[src/rtl/vga_pkg.sv]
// Shared timing defaults and packed types for the VGA raster path.
package vga_pkg;

  localparam int H_VISIBLE_DEF = 640;
  localparam int H_FP_DEF      = 16;
  localparam int H_SYNC_DEF    = 96;
  localparam int H_BP_DEF      = 48;
  localparam int H_TOTAL_DEF   = H_VISIBLE_DEF + H_FP_DEF + H_SYNC_DEF + H_BP_DEF;

  localparam int V_VISIBLE_DEF = 480;
  localparam int V_FP_DEF      = 10;
  localparam int V_SYNC_DEF    = 2;
  localparam int V_BP_DEF      = 33;
  localparam int V_TOTAL_DEF   = V_VISIBLE_DEF + V_FP_DEF + V_SYNC_DEF + V_BP_DEF;

  typedef struct packed {
    logic [7:0] r;
    logic [7:0] g;
    logic [7:0] b;
  } rgb_t;

  typedef struct packed {
    logic hs_n;
    logic vs_n;
    logic active;
  } vga_ctl_t;

  // Idle control word: syncs deasserted, blanked.
  localparam vga_ctl_t CTL_IDLE = '{hs_n: 1'b1, vs_n: 1'b1, active: 1'b0};

endpackage

[src/rtl/vga_ctl_delay.sv]
// Shift register that delays sync/active by DEPTH pixel ticks to match colour latency.
module vga_ctl_delay
  import vga_pkg::*;
#(
  parameter int DEPTH = 0
) (
  input  logic     clk_i,
  input  logic     rst_i,
  input  logic     en_i,
  input  vga_ctl_t ctl_i,
  output vga_ctl_t ctl_o
);

  generate
    if (DEPTH == 0) begin : g_pass
      logic unused_ok;
      assign unused_ok = &{1'b0, clk_i, rst_i, en_i};
      assign ctl_o     = ctl_i;
    end else begin : g_shift
      vga_ctl_t stage_q [DEPTH];

      always_ff @(posedge clk_i) begin
        if (rst_i) begin
          for (int i = 0; i < DEPTH; i++) stage_q[i] <= CTL_IDLE;
        end else if (en_i) begin
          stage_q[0] <= ctl_i;
          for (int i = 1; i < DEPTH; i++) stage_q[i] <= stage_q[i-1];
        end
      end

      assign ctl_o = stage_q[DEPTH-1];
    end
  endgenerate

endmodule

[src/rtl/vga_raster_controller.sv]
// Raster timing generator: scan position out, colour back in, registered VGA DAC pins.
module vga_raster_controller
  import vga_pkg::*;
#(
  parameter int CLK_DIV   = 2,
  parameter int H_VISIBLE = H_VISIBLE_DEF,
  parameter int H_FP      = H_FP_DEF,
  parameter int H_SYNC    = H_SYNC_DEF,
  parameter int H_BP      = H_BP_DEF,
  parameter int V_VISIBLE = V_VISIBLE_DEF,
  parameter int V_FP      = V_FP_DEF,
  parameter int V_SYNC    = V_SYNC_DEF,
  parameter int V_BP      = V_BP_DEF,
  parameter int RGB_LAT   = 0
) (
  input  logic       Clk,
  input  logic       Reset,
  output logic       pixel_ce,
  output logic [9:0] DrawX,
  output logic [9:0] DrawY,
  output logic       frame_start,
  input  logic [7:0] Red,
  input  logic [7:0] Green,
  input  logic [7:0] Blue,
  output logic [7:0] VGA_R,
  output logic [7:0] VGA_G,
  output logic [7:0] VGA_B,
  output logic       VGA_CLK,
  output logic       VGA_HS,
  output logic       VGA_VS,
  output logic       VGA_BLANK_N,
  output logic       VGA_SYNC_N
);

  localparam int H_TOTAL  = H_VISIBLE + H_FP + H_SYNC + H_BP;
  localparam int V_TOTAL  = V_VISIBLE + V_FP + V_SYNC + V_BP;
  localparam int HS_START = H_VISIBLE + H_FP;
  localparam int HS_END   = HS_START + H_SYNC;
  localparam int VS_START = V_VISIBLE + V_FP;
  localparam int VS_END   = VS_START + V_SYNC;
  localparam int CE_W     = $clog2(CLK_DIV);

  logic [CE_W-1:0] ce_cnt_q, ce_cnt_d;
  logic [9:0]      hc_q, hc_d;
  logic [9:0]      vc_q, vc_d;
  logic            vga_clk_q, vga_clk_d;
  logic            frame_start_q, frame_start_d;
  vga_ctl_t        ctl_raw, ctl_dly;
  vga_ctl_t        ctl_out_q, ctl_out_d;
  rgb_t            rgb_q, rgb_d;

  assign pixel_ce = (ce_cnt_q == CE_W'(CLK_DIV - 1));

  always_comb begin
    ctl_raw        = CTL_IDLE;
    ctl_raw.active = (hc_q < 10'(H_VISIBLE)) && (vc_q < 10'(V_VISIBLE));
    ctl_raw.hs_n   = !((hc_q >= 10'(HS_START)) && (hc_q < 10'(HS_END)));
    ctl_raw.vs_n   = !((vc_q >= 10'(VS_START)) && (vc_q < 10'(VS_END)));
  end

  vga_ctl_delay #(.DEPTH(RGB_LAT)) u_ctl_delay (
    .clk_i (Clk),
    .rst_i (Reset),
    .en_i  (pixel_ce),
    .ctl_i (ctl_raw),
    .ctl_o (ctl_dly)
  );

  always_comb begin
    ce_cnt_d      = pixel_ce ? '0 : ce_cnt_q + 1'b1;
    hc_d          = hc_q;
    vc_d          = vc_q;
    vga_clk_d     = vga_clk_q;
    ctl_out_d     = ctl_out_q;
    rgb_d         = rgb_q;
    frame_start_d = pixel_ce && (hc_q == 10'(H_TOTAL - 1)) && (vc_q == 10'(V_VISIBLE - 1));

    // DAC clock falls with the pin update and rises mid-pixel.
    if (pixel_ce)                                vga_clk_d = 1'b0;
    else if (ce_cnt_q == CE_W'(CLK_DIV / 2 - 1)) vga_clk_d = 1'b1;

    if (pixel_ce) begin
      if (hc_q == 10'(H_TOTAL - 1)) begin
        hc_d = '0;
        vc_d = (vc_q == 10'(V_TOTAL - 1)) ? '0 : vc_q + 1'b1;
      end else begin
        hc_d = hc_q + 1'b1;
      end
      ctl_out_d = ctl_dly;
      rgb_d     = ctl_dly.active ? '{r: Red, g: Green, b: Blue} : '0;
    end
  end

  always_ff @(posedge Clk) begin
    if (Reset) begin
      ce_cnt_q      <= '0;
      hc_q          <= '0;
      vc_q          <= '0;
      vga_clk_q     <= 1'b0;
      frame_start_q <= 1'b0;
      ctl_out_q     <= CTL_IDLE;
      rgb_q         <= '0;
    end else begin
      ce_cnt_q      <= ce_cnt_d;
      hc_q          <= hc_d;
      vc_q          <= vc_d;
      vga_clk_q     <= vga_clk_d;
      frame_start_q <= frame_start_d;
      ctl_out_q     <= ctl_out_d;
      rgb_q         <= rgb_d;
    end
  end

  assign DrawX       = hc_q;
  assign DrawY       = vc_q;
  assign frame_start = frame_start_q;
  assign VGA_CLK     = vga_clk_q;
  assign VGA_HS      = ctl_out_q.hs_n;
  assign VGA_VS      = ctl_out_q.vs_n;
  assign VGA_BLANK_N = ctl_out_q.active;
  assign VGA_R       = rgb_q.r;
  assign VGA_G       = rgb_q.g;
  assign VGA_B       = rgb_q.b;
  assign VGA_SYNC_N  = 1'b0;

endmodule

[config.mk]
export PLATFORM = sky130hd
export DESIGN_NAME = vga_raster_controller
export DESIGN_NICKNAME = d
export VERILOG_FILES = /design/src/rtl/vga_pkg.sv /design/src/rtl/vga_ctl_delay.sv /design/src/rtl/vga_raster_controller.sv
export SDC_FILE = /design/constraint.sdc
export NUM_CORES = 1
export LEC_CHECK = 0
export ABC_AREA = 1
export BUFFER_PORTS_ARGS = -buffer_cell sky130_fd_sc_hd__clkbuf_2
export CORE_ASPECT_RATIO = 1.5
export CORE_MARGIN = 3
export CORE_UTILIZATION = 50
export DETAILED_ROUTE_END_ITERATION = 7
export PLACE_DENSITY_LB_ADDON = 0.15
export SKIP_LAST_GASP = 1
export SLEW_MARGIN = 40
export SYNTH_ARGS = -nofsm -noshare
export SYNTH_HDL_FRONTEND = slang
export SYNTH_SLANG_ARGS = --single-unit
[constraint.sdc]
create_clock -name Clk -period 1.65 [get_ports Clk]
set_input_delay 0.33 -clock Clk [delete_from_list [all_inputs] [get_ports Clk]]
set_output_delay 0.33 -clock Clk [all_outputs]
set_load 0.01 [all_outputs]
==> parameters.txt, run 1 <==
Parameter                              Value

Die
  Die Ht ... 88.6 microns
  Die footprint ... 5410 sq um
  Cell row count ... 29
  Count of boundary I/O pins ... 77
  Effective utilization at floorplan ... 52.7%
  Horiz. Die Dim ... 61.1 microns
  Core area ... 4320 sq um

Clock tree
  Root Driver ... clkbuf_8
  Number of buffers added by the clock tree synthesis step ... 5
  Clk pin slew, worst setup/hold paths ... 0.10 ns
  CTS max path bufs ... 2
  Cts hold-fix bufs ... 0
  Clock latency on the worst-skew pair ... 0.30 ns
  Clock tree from TritonCTS ... built
  Deepest level of the CTS H-tree ... 2
  Number of sinks handled by clock tree synthesis ... 50

Global route
  Gr ovfl total ... 0
  Number of antenna violations at the first check in global routing ... 0
  Vias in the first global route ... 1965
  GRT Overall Usage ... 20.1%
  Largest net degree at the start of global routing ... 27
  First-pass GRT wire length ... 8.40 mm

Timing
  Tmin final ... 1.50 ns
  Final Max Tran Viols ... 0
  Smallest setup slack after layout ... 0.153 ns
  Worst clock skew on the final layout ... 0.00583 ns
  Sum of negative setup slack ... 0 ns
  Timing-limited maximum frequency ... 668 MHz
  Final clock period utilization by the worst path ... 90.7%
  Endpoints failing hold ... 0
  RSZ-0062 raised after global routing ... no
  Setup violation total in the final timing report ... 0

Route
  Initial drt markers ... 80
  Average routed wire per standard cell ... 11.2 microns
  Post-Route WL ... 4.94 mm
  Count of vias placed by the detailed router ... 2131
  Drc violations ... 0
  Detailed-router iteration count before antenna repair ... 4
  Vias per cell ... 4.84
  Antenna-violating nets left ... 0

Place
  Placer congestion estimate ... 0.920
  Port Buf Inserts ... 75
  Placed Cells incl. Taps ... 430
  Setup WS pre-CTS ... 0.0757 ns
  HPWL after DPL ... 3.86 mm

Setup path
  Cell occurring most often along the worst timing path ... nand2_1
  Worst path cell trace ... ha_1 -> nand2_1 -> nor2_2 -> nand3_2 -> nor2_4 -> buf_12 -> nand3_1 -> nand2_1 -> nor2_1
  CP max stage delay ... 0.36 ns
  Crit path arrival time ... 1.70 ns
  Bufs and invs on worst path ... 1
  Top delay family on crit path ... simple AND/OR/NAND/NOR gates
  Endpoint of the most critical register-to-register path ... DrawY[8]
  R2r startpoint ... DrawX[1]
  Slack of the worst reg-to-reg path ... 0.15 ns
  Kind of launch point of the worst setup path ... register
  Crit-path slowest cell ... dfxtp_2
  Maximum fanout encountered on the critical timing path ... 12
  Worst endpoint required time ... 1.86 ns
  Category of the critical setup timing path ... register to register
  Depth of the worst register-to-register path ... 9
  CP Capture Type ... register

Layout
  Ant diodes ... 0
  Share of layout cells above drive strength 1 ... 32.2%
  Net count reported at finish ... 423
  Growth of design area from synthesis to finish ... 26.0%
  Post-layout instance count excluding filler cells ... 440
  Filler cell count in the final layout ... 371

Logic synthesis
  Number of instances in the synthesized netlist ... 309
  Leading post-synthesis cells by cell area ... dfxtp_1, nand2_1, inv_1
  Number of warnings reported in the yosys synthesis log ... 0
  Xor/xnor share of the synthesized area ... 1.54%
  Mapped Avg Cell Area ... 7.36 sq um
  Main combinational cell family by area after synthesis ... simple AND/OR/NAND/NOR gates
  Biggest area consumer among synthesized cells ... dfxtp_1
  Post-synthesis share of cell area spent on full adders, half adders and majority gates ... 2.20%
  Unique cell type count in the Yosys netlist ... 29
  Share of the synthesized area in the top cell type ... 44.0%
  Fraction of the yosys area taken by sequential cells ... 44.0%
  Share of the synthesized area in compound gates (AO/OA/AOI/OAI) ... 11.3%
  Simple logic cell fraction of the synthesized area ... 29.4%
  Synth Cell Area ... 2270 sq um
  Proportion of synthesized area in mux cells ... 0%
  Net count of the mapped netlist ... 339
  Synth Register Bits ... 50

Power and ir drop
  LEAKAGE ... 0.00139 uW
  Peak supply drop ... 0.000711 V
  Total power density per cell area ... 828 nW/um^2
  Power Total ... 2370 uW

Job
  Maximum Capacitance Violations ... 0

Hold path
  End of the worst hold path ... VGA_R[5]
  Number of cells traversed by the worst hold path ... 3
  Hold Path Class ... primary input to register
  Source of the worst hold timing path ... Red[5]

Outcome
  Result of the run ... completed
[cells in the final DEF (no fill, tap or decap), drive strengths merged, types with 4 or more instances in the layout]
master  Yosys  routed
nor3        4       4
nand3      15      15
nor2       54      54
inv        50      50
ha          4       4
clkbuf      2      80
buf         7      11
nand2      74      74
nand4       5       5
o21ai      26      26
a21oi       9       9
dfxtp      50      50
[worst register-to-register path, stage by stage (launching register included)]
cell	delay (ns)
dfxtp_2	0.36
ha_1	0.18
nand2_1	0.12
nor2_2	0.16
nand3_2	0.11
nor2_4	0.17
buf_12	0.14
nand3_1	0.07
nand2_1	0.07
nor2_1	0.03
[Yosys cell counts (all sizes together)]
library cell  instances
nor3b                 1
nand3                15
nor2                 54
nor3                  4
dfxtp                50
clkbuf                2
a21oi                 9
xor2                  2
nand4                 5
nand3b                1
xnor2                 2
a31oi                 1
conb                  1
buf                   7
o21ai                26
inv                  50
ha                    4
nand2                74
nor4                  1
[worst max path at each step]
stage | startpoint | cells after the start | to | slack, ns
global placement | DrawX[1] | 8 | DrawY[9] | 0.14
CTS | DrawX[1] | 8 | DrawY[9] | 0.06
finish | DrawX[1] | 9 | DrawY[8] | 0.15
detailed placement | DrawX[1] | 8 | DrawY[8] | 0.08
global route | DrawX[1] | 9 | DrawY[7] | 0.03
floorplan | DrawX[0] | 9 | DrawY[9] | 0.17
[area by class of cell]
type	count	area, sq um	share of cell area [%]
clock buffers	5	68.8	2.40
well taps	46	57.6	2.01
clock inverters	3	45.0	1.57
inverters	50	188	6.55
multi-input cells	200	1020	35.6
repair buffers	86	483	16.9
flip-flops and latches	50	1000	35.0
[through the flow]
stage / hold WS [ns] / utilization, % / area, sq um
after global placement: 0.439 / 62.9 / 2720
after global routing: 0.234 / 66.3 / 2860
after floorplan: 0.474 / - / 2270
after CTS: 0.235 / 65.5 / 2830
final: 0.245 / 66.3 / 2860
after detailed placement: 0.444 / 62.9 / 2720
[flip-flops by register name, summed over array words and instances (netlist names)]
register,cells
pixel_ce,1
VGA_B,8
VGA_BLANK_N,1
VGA_CLK,1
VGA_VS,1
frame_start,1
DrawX,10
VGA_HS,1
VGA_G,8
VGA_R,8
DrawY,10
[layer usage]
layer	vias to the layer above	part of all wire [%]	wire [microns]	GRT usage, %
met5	-	0	0	0
met4	0	1.9	93	7.30
met3	8	7.1	353	5.69
met2	71	51	2520	35.4
met1	936	40	1970	22.3
li1	1116	-	-	-
[cell families (layout without fill, tap and decap cells)]
kind of cell	count (synthesis)	count (layout)
flops	50	50
other cells	1	1
compound gates	36	36
buf+inv	59	144
fa+ha+maj	4	4
simple gates	155	155
xor+xnor	4	4
[timing repair]
action,CTS,global route
gates resized for setup,0,2
setup buffers,0,2
endpoints found under the setup margin,0,10
[report_power, final]
part | internal (uW) | total, uW | switching (uW) | leakage (uW)
combinational | 95.2 | 224 | 129 | 0.000934
sequential | 1250 | 1280 | 25.6 | 0.000408
clock | 451 | 871 | 420 | 0.0000504
No activity file was read; power rests on OpenSTA's default activity.
==> inputs of run 2 (changes only) <==
--- a/config.mk
+++ b/config.mk
@@ -5,11 +5,10 @@
 export SDC_FILE = /design/constraint.sdc
 export NUM_CORES = 1
 export LEC_CHECK = 0
-export ABC_AREA = 1
 export BUFFER_PORTS_ARGS = -buffer_cell sky130_fd_sc_hd__clkbuf_2
 export CORE_ASPECT_RATIO = 1.5
 export CORE_MARGIN = 3
-export CORE_UTILIZATION = 50
+export CORE_UTILIZATION = 48
 export DETAILED_ROUTE_END_ITERATION = 7
 export PLACE_DENSITY_LB_ADDON = 0.15
 export SKIP_LAST_GASP = 1
==> run 2 against run 1 <==
- die area decreased by 7.6%
- final area shrank 2.3%
- hold slack got worse by 0.017 ns
- global-route usage increased by 1.3 points
- combinational power barely moved
- critical path type unchanged
- largest cell class is now registers
- largest power group unchanged
- highest routed layer unchanged
==> parameters.txt, run 2 <==
Parameter                              Value

Route
  Initial drt markers ... 102 (was 80)
  Detailed-router iteration count before antenna repair ... 4 (unchanged)
  Drc violations ... 0 (unchanged)
  Vias per cell ... 5.44 (was 4.84)
  Post-Route WL ... 5.10 mm (was 4.94 mm)
  Average routed wire per standard cell ... 14.6 microns (was 11.2 microns)
  Antenna-violating nets left ... 0 (unchanged)
  Count of vias placed by the detailed router ... 1898 (was 2131)

Setup path
  Worst path cell trace ... nor4b_4 -> nand4_4 -> buf_4 -> o31a_1 -> o21ba_2 (was ha_1 -> nand2_1 -> nor2_2 -> nand3_2 -> nor2_4 -> buf_12 -> nand3_1 -> nand2_1 -> nor2_1)
  Slack of the worst reg-to-reg path ... 0.007 ns (was 0.15 ns)
  Kind of launch point of the worst setup path ... register (unchanged)
  Top delay family on crit path ... simple AND/OR/NAND/NOR gates (unchanged)
  Crit path arrival time ... 1.86 ns (was 1.70 ns)
  Worst endpoint required time ... 1.87 ns (was 1.86 ns)
  CP max stage delay ... 0.39 ns (was 0.36 ns)
  Bufs and invs on worst path ... 1 (unchanged)
  Endpoint of the most critical register-to-register path ... DrawY[7] (was DrawY[8])
  Crit-path slowest cell ... nor4b_4 (was dfxtp_2)
  Maximum fanout encountered on the critical timing path ... 6 (was 12)
  Depth of the worst register-to-register path ... 5 (was 9)
  CP Capture Type ... register (unchanged)
  Category of the critical setup timing path ... register to register (unchanged)
  R2r startpoint ... DrawX[6] (was DrawX[1])

Logic synthesis
  Most used standard cell by instance count after synthesis ... dfxtp_1 (was nand2_1)
  Share of the synthesized area in the top cell type ... 50.0% (was 44.0%)
  Leading post-synthesis cells by cell area ... dfxtp_1, a22o_1, nor2_1 (was dfxtp_1, nand2_1, inv_1)
  Fraction of the yosys area taken by sequential cells ... 50.0% (was 44.0%)
  Primary FF master, synth ... dfxtp_1 (unchanged)
  Number of warnings reported in the yosys synthesis log ... 0 (unchanged)
  Unique cell type count in the Yosys netlist ... 46 (was 29)
  Ys async rst share ... 0% (unchanged)
  Synth Register Bits ... 50 (unchanged)
  Net count of the mapped netlist ... 229 (was 339)
  Synth Cell Area ... 2000 sq um (was 2270 sq um)
  Number of flops mapped to enable cells by yosys ... 0 (unchanged)
  Mapped Avg Cell Area ... 10.1 sq um (was 7.36 sq um)
  Number of instances in the synthesized netlist ... 199 (was 309)
  Biggest area consumer among synthesized cells ... dfxtp_1 (unchanged)
  Most common library cells after synthesis ... dfxtp_1, a22o_1, nor2_1 (was nand2_1, dfxtp_1, inv_1, nor2_1, o21ai_2)

Clock tree
  Clock tree from TritonCTS ... built (unchanged)
  Deepest level of the CTS H-tree ... 2 (unchanged)
  Root Driver ... clkbuf_8 (unchanged)
  Number of sinks handled by clock tree synthesis ... 50 (unchanged)
  Clk pin slew, worst setup/hold paths ... 0.09 ns (was 0.10 ns)
  CTS max path bufs ... 2 (unchanged)
  Cts hold-fix bufs ... 0 (unchanged)
  Number of buffers added by the clock tree synthesis step ... 5 (unchanged)
  Clock latency on the worst-skew pair ... 0.31 ns (was 0.30 ns)

Timing
  Final Hold Slack ... 0.228 ns (was 0.245 ns)
  RSZ-0062 raised after global routing ... yes (was no)
  Worst clock skew on the final layout ... 0.00867 ns (was 0.00583 ns)
  Endpoints failing hold ... 0 (unchanged)
  Sum of negative setup slack ... 0 ns (unchanged)
  Final Max Tran Viols ... 0 (unchanged)
  Setup violation total in the final timing report ... 0 (unchanged)
  Timing-limited maximum frequency ... 608 MHz (was 668 MHz)
  Tmin final ... 1.64 ns (was 1.50 ns)
  Smallest setup slack after layout ... 0.00650 ns (was 0.153 ns)
  Final clock period utilization by the worst path ... 99.6% (was 90.7%)

Hold path
  Number of cells traversed by the worst hold path ... 2 (was 3)
  End of the worst hold path ... VGA_B[7] (was VGA_R[5])
  Source of the worst hold timing path ... Blue[7] (was Red[5])
  Hold Path Class ... primary input to register (unchanged)

Die
  Die footprint ... 5000 sq um (was 5410 sq um)
  Count of boundary I/O pins ... 77 (unchanged)
  Effective utilization at floorplan ... 50.1% (was 52.7%)
  Core area ... 3990 sq um (was 4320 sq um)
  Die Ht ... 85.1 microns (was 88.6 microns)
  Horiz. Die Dim ... 58.7 microns (was 61.1 microns)
  Cell row count ... 28 (was 29)

Outcome
  Result of the run ... completed (unchanged)

Place
  HPWL after DPL ... 3.77 mm (was 3.86 mm)
  Placer congestion estimate ... 0.844 (was 0.920)
  Setup WS pre-CTS ... -0.0554 ns (was 0.0757 ns)
  Port Buf Inserts ... 75 (unchanged)

Layout
  Most common cell after layout, fill and taps aside ... clkbuf_2 (unchanged)
  Growth of design area from synthesis to finish ... 39.8% (was 26.0%)
  Most used cells in the layout excluding fill and tap cells ... clkbuf_2, dfxtp_1, buf_4, a22o_1, nor2_1 (was clkbuf_2, nand2_1, dfxtp_1, inv_1, nor2_1)
  Share of layout cells above drive strength 1 ... 44.4% (was 32.2%)
  Ant diodes ... 0 (unchanged)
  Net count reported at finish ... 333 (was 423)

Power and ir drop
  LEAKAGE ... 0.00130 uW (was 0.00139 uW)
  Peak supply drop ... 0.000707 V (was 0.000711 V)
  Total power density per cell area ... 838 nW/um^2 (was 828 nW/um^2)

Global route
  Number of antenna violations at the first check in global routing ... 0 (unchanged)
  First-pass GRT wire length ... 8.34 mm (was 8.40 mm)
  Gr ovfl total ... 0 (unchanged)
  GRT Overall Usage ... 21.4% (was 20.1%)
  Largest net degree at the start of global routing ... 27 (unchanged)
  Vias in the first global route ... 1890 (was 1965)

Job
  Maximum Capacitance Violations ... 0 (unchanged)
## run 2: cell count changes after synthesis, moves of 3 or more
cell,before,now
clkbuf_1,2,6
nand3_1,14,7
xnor2_1,2,5
nand2_1,72,12
and3_1,0,4
o21ai_2,19,0
a22o_1,0,24
inv_1,48,6
or3_1,0,4
nor2_1,48,15
nor2_2,4,0
buf_6,4,1
o21ai_0,7,4
## run 2: cells by family (layout without fill, tap and decap cells)
| logic type | count (synthesis) | after routing | synth area share (%) |
|---|---|---|---|
| simple gates | 71 | 72 | 20.6 |
| flops | 50 | 50 | 50.0 |
| compound gates | 47 | 47 | 18.4 |
| buf+inv | 16 | 120 | 3.81 |
| xor+xnor | 9 | 9 | 3.94 |
| fa+ha+maj | 4 | 4 | 2.50 |
| other cells | 1 | 1 | 0.187 |
| mux | 1 | 1 | 0.562 |
## run 2: final cells by class
class | instances | area (sq um)
inverters | 6 | 22.5
fillers | 350 | 1190
clock buffers | 6 | 72.6
well taps | 45 | 56.3
flip-flops and latches | 50 | 1010
repair buffers | 106 | 621
multi-input cells | 134 | 983
clock inverters | 2 | 37.5
## run 2: how the worst max path moves through the flow
stage / start / endpoint / slack (ns) / depth (start not counted)
floorplan: DrawY[0] / DrawY[8] / 0.006 / 6
global placement: DrawY[0] / DrawY[3] / 0.03 / 6
detailed placement: DrawY[0] / DrawY[8] / -0.06 / 6
CTS: DrawY[0] / DrawY[8] / -0.02 / 6
global route: DrawX[6] / DrawY[7] / -0.07 / 5
finish: DrawX[6] / DrawY[7] / 0.007 / 5
## run 2: stage by stage
step                std cells  utilization, %  instance area (sq um)  total power, uW
floorplan                 199               -                   2010             1410
global placement          336            65.3                   2610             1520
detailed placement        336            65.3                   2610             1520
CTS                       344            68.5                   2730             2360
global route              349            70.1                   2800             2440
finish                    349            70.1                   2800             2340
## run 2: report_power, final
group          switching, uW  internal, uW  leakage (uW)  total [uW]
sequential              23.1          1250      0.000409        1280
combinational            111           110      0.000835         221
clock                    396           452     0.0000514         849
## run 2: worst register-to-register path: cells and delay by family (launching register included)
family / cells / cell delay [ns]
simple gates: 2 / 0.58
flops: 1 / 0.34
compound gates: 2 / 0.46
buf+inv: 1 / 0.18
## run 2: metal layers
metal / up-vias / GRT usage (%) / routed length [microns]
met1: 878 / 23.0 / 1960
met4: 0 / 7.84 / 133
met2: 73 / 39.0 / 2680
li1: 937 / - / -
met5: - / 0 / 0
met3: 10 / 5.18 / 328
## run 2: repair_timing
action	in CTS	in global routing
setup endpoints to repair	6	9
pin swaps	1	6
hold endpoints to repair	0	0
gates cloned	0	1
gates resized for setup	3	9
buffers inserted	0	4
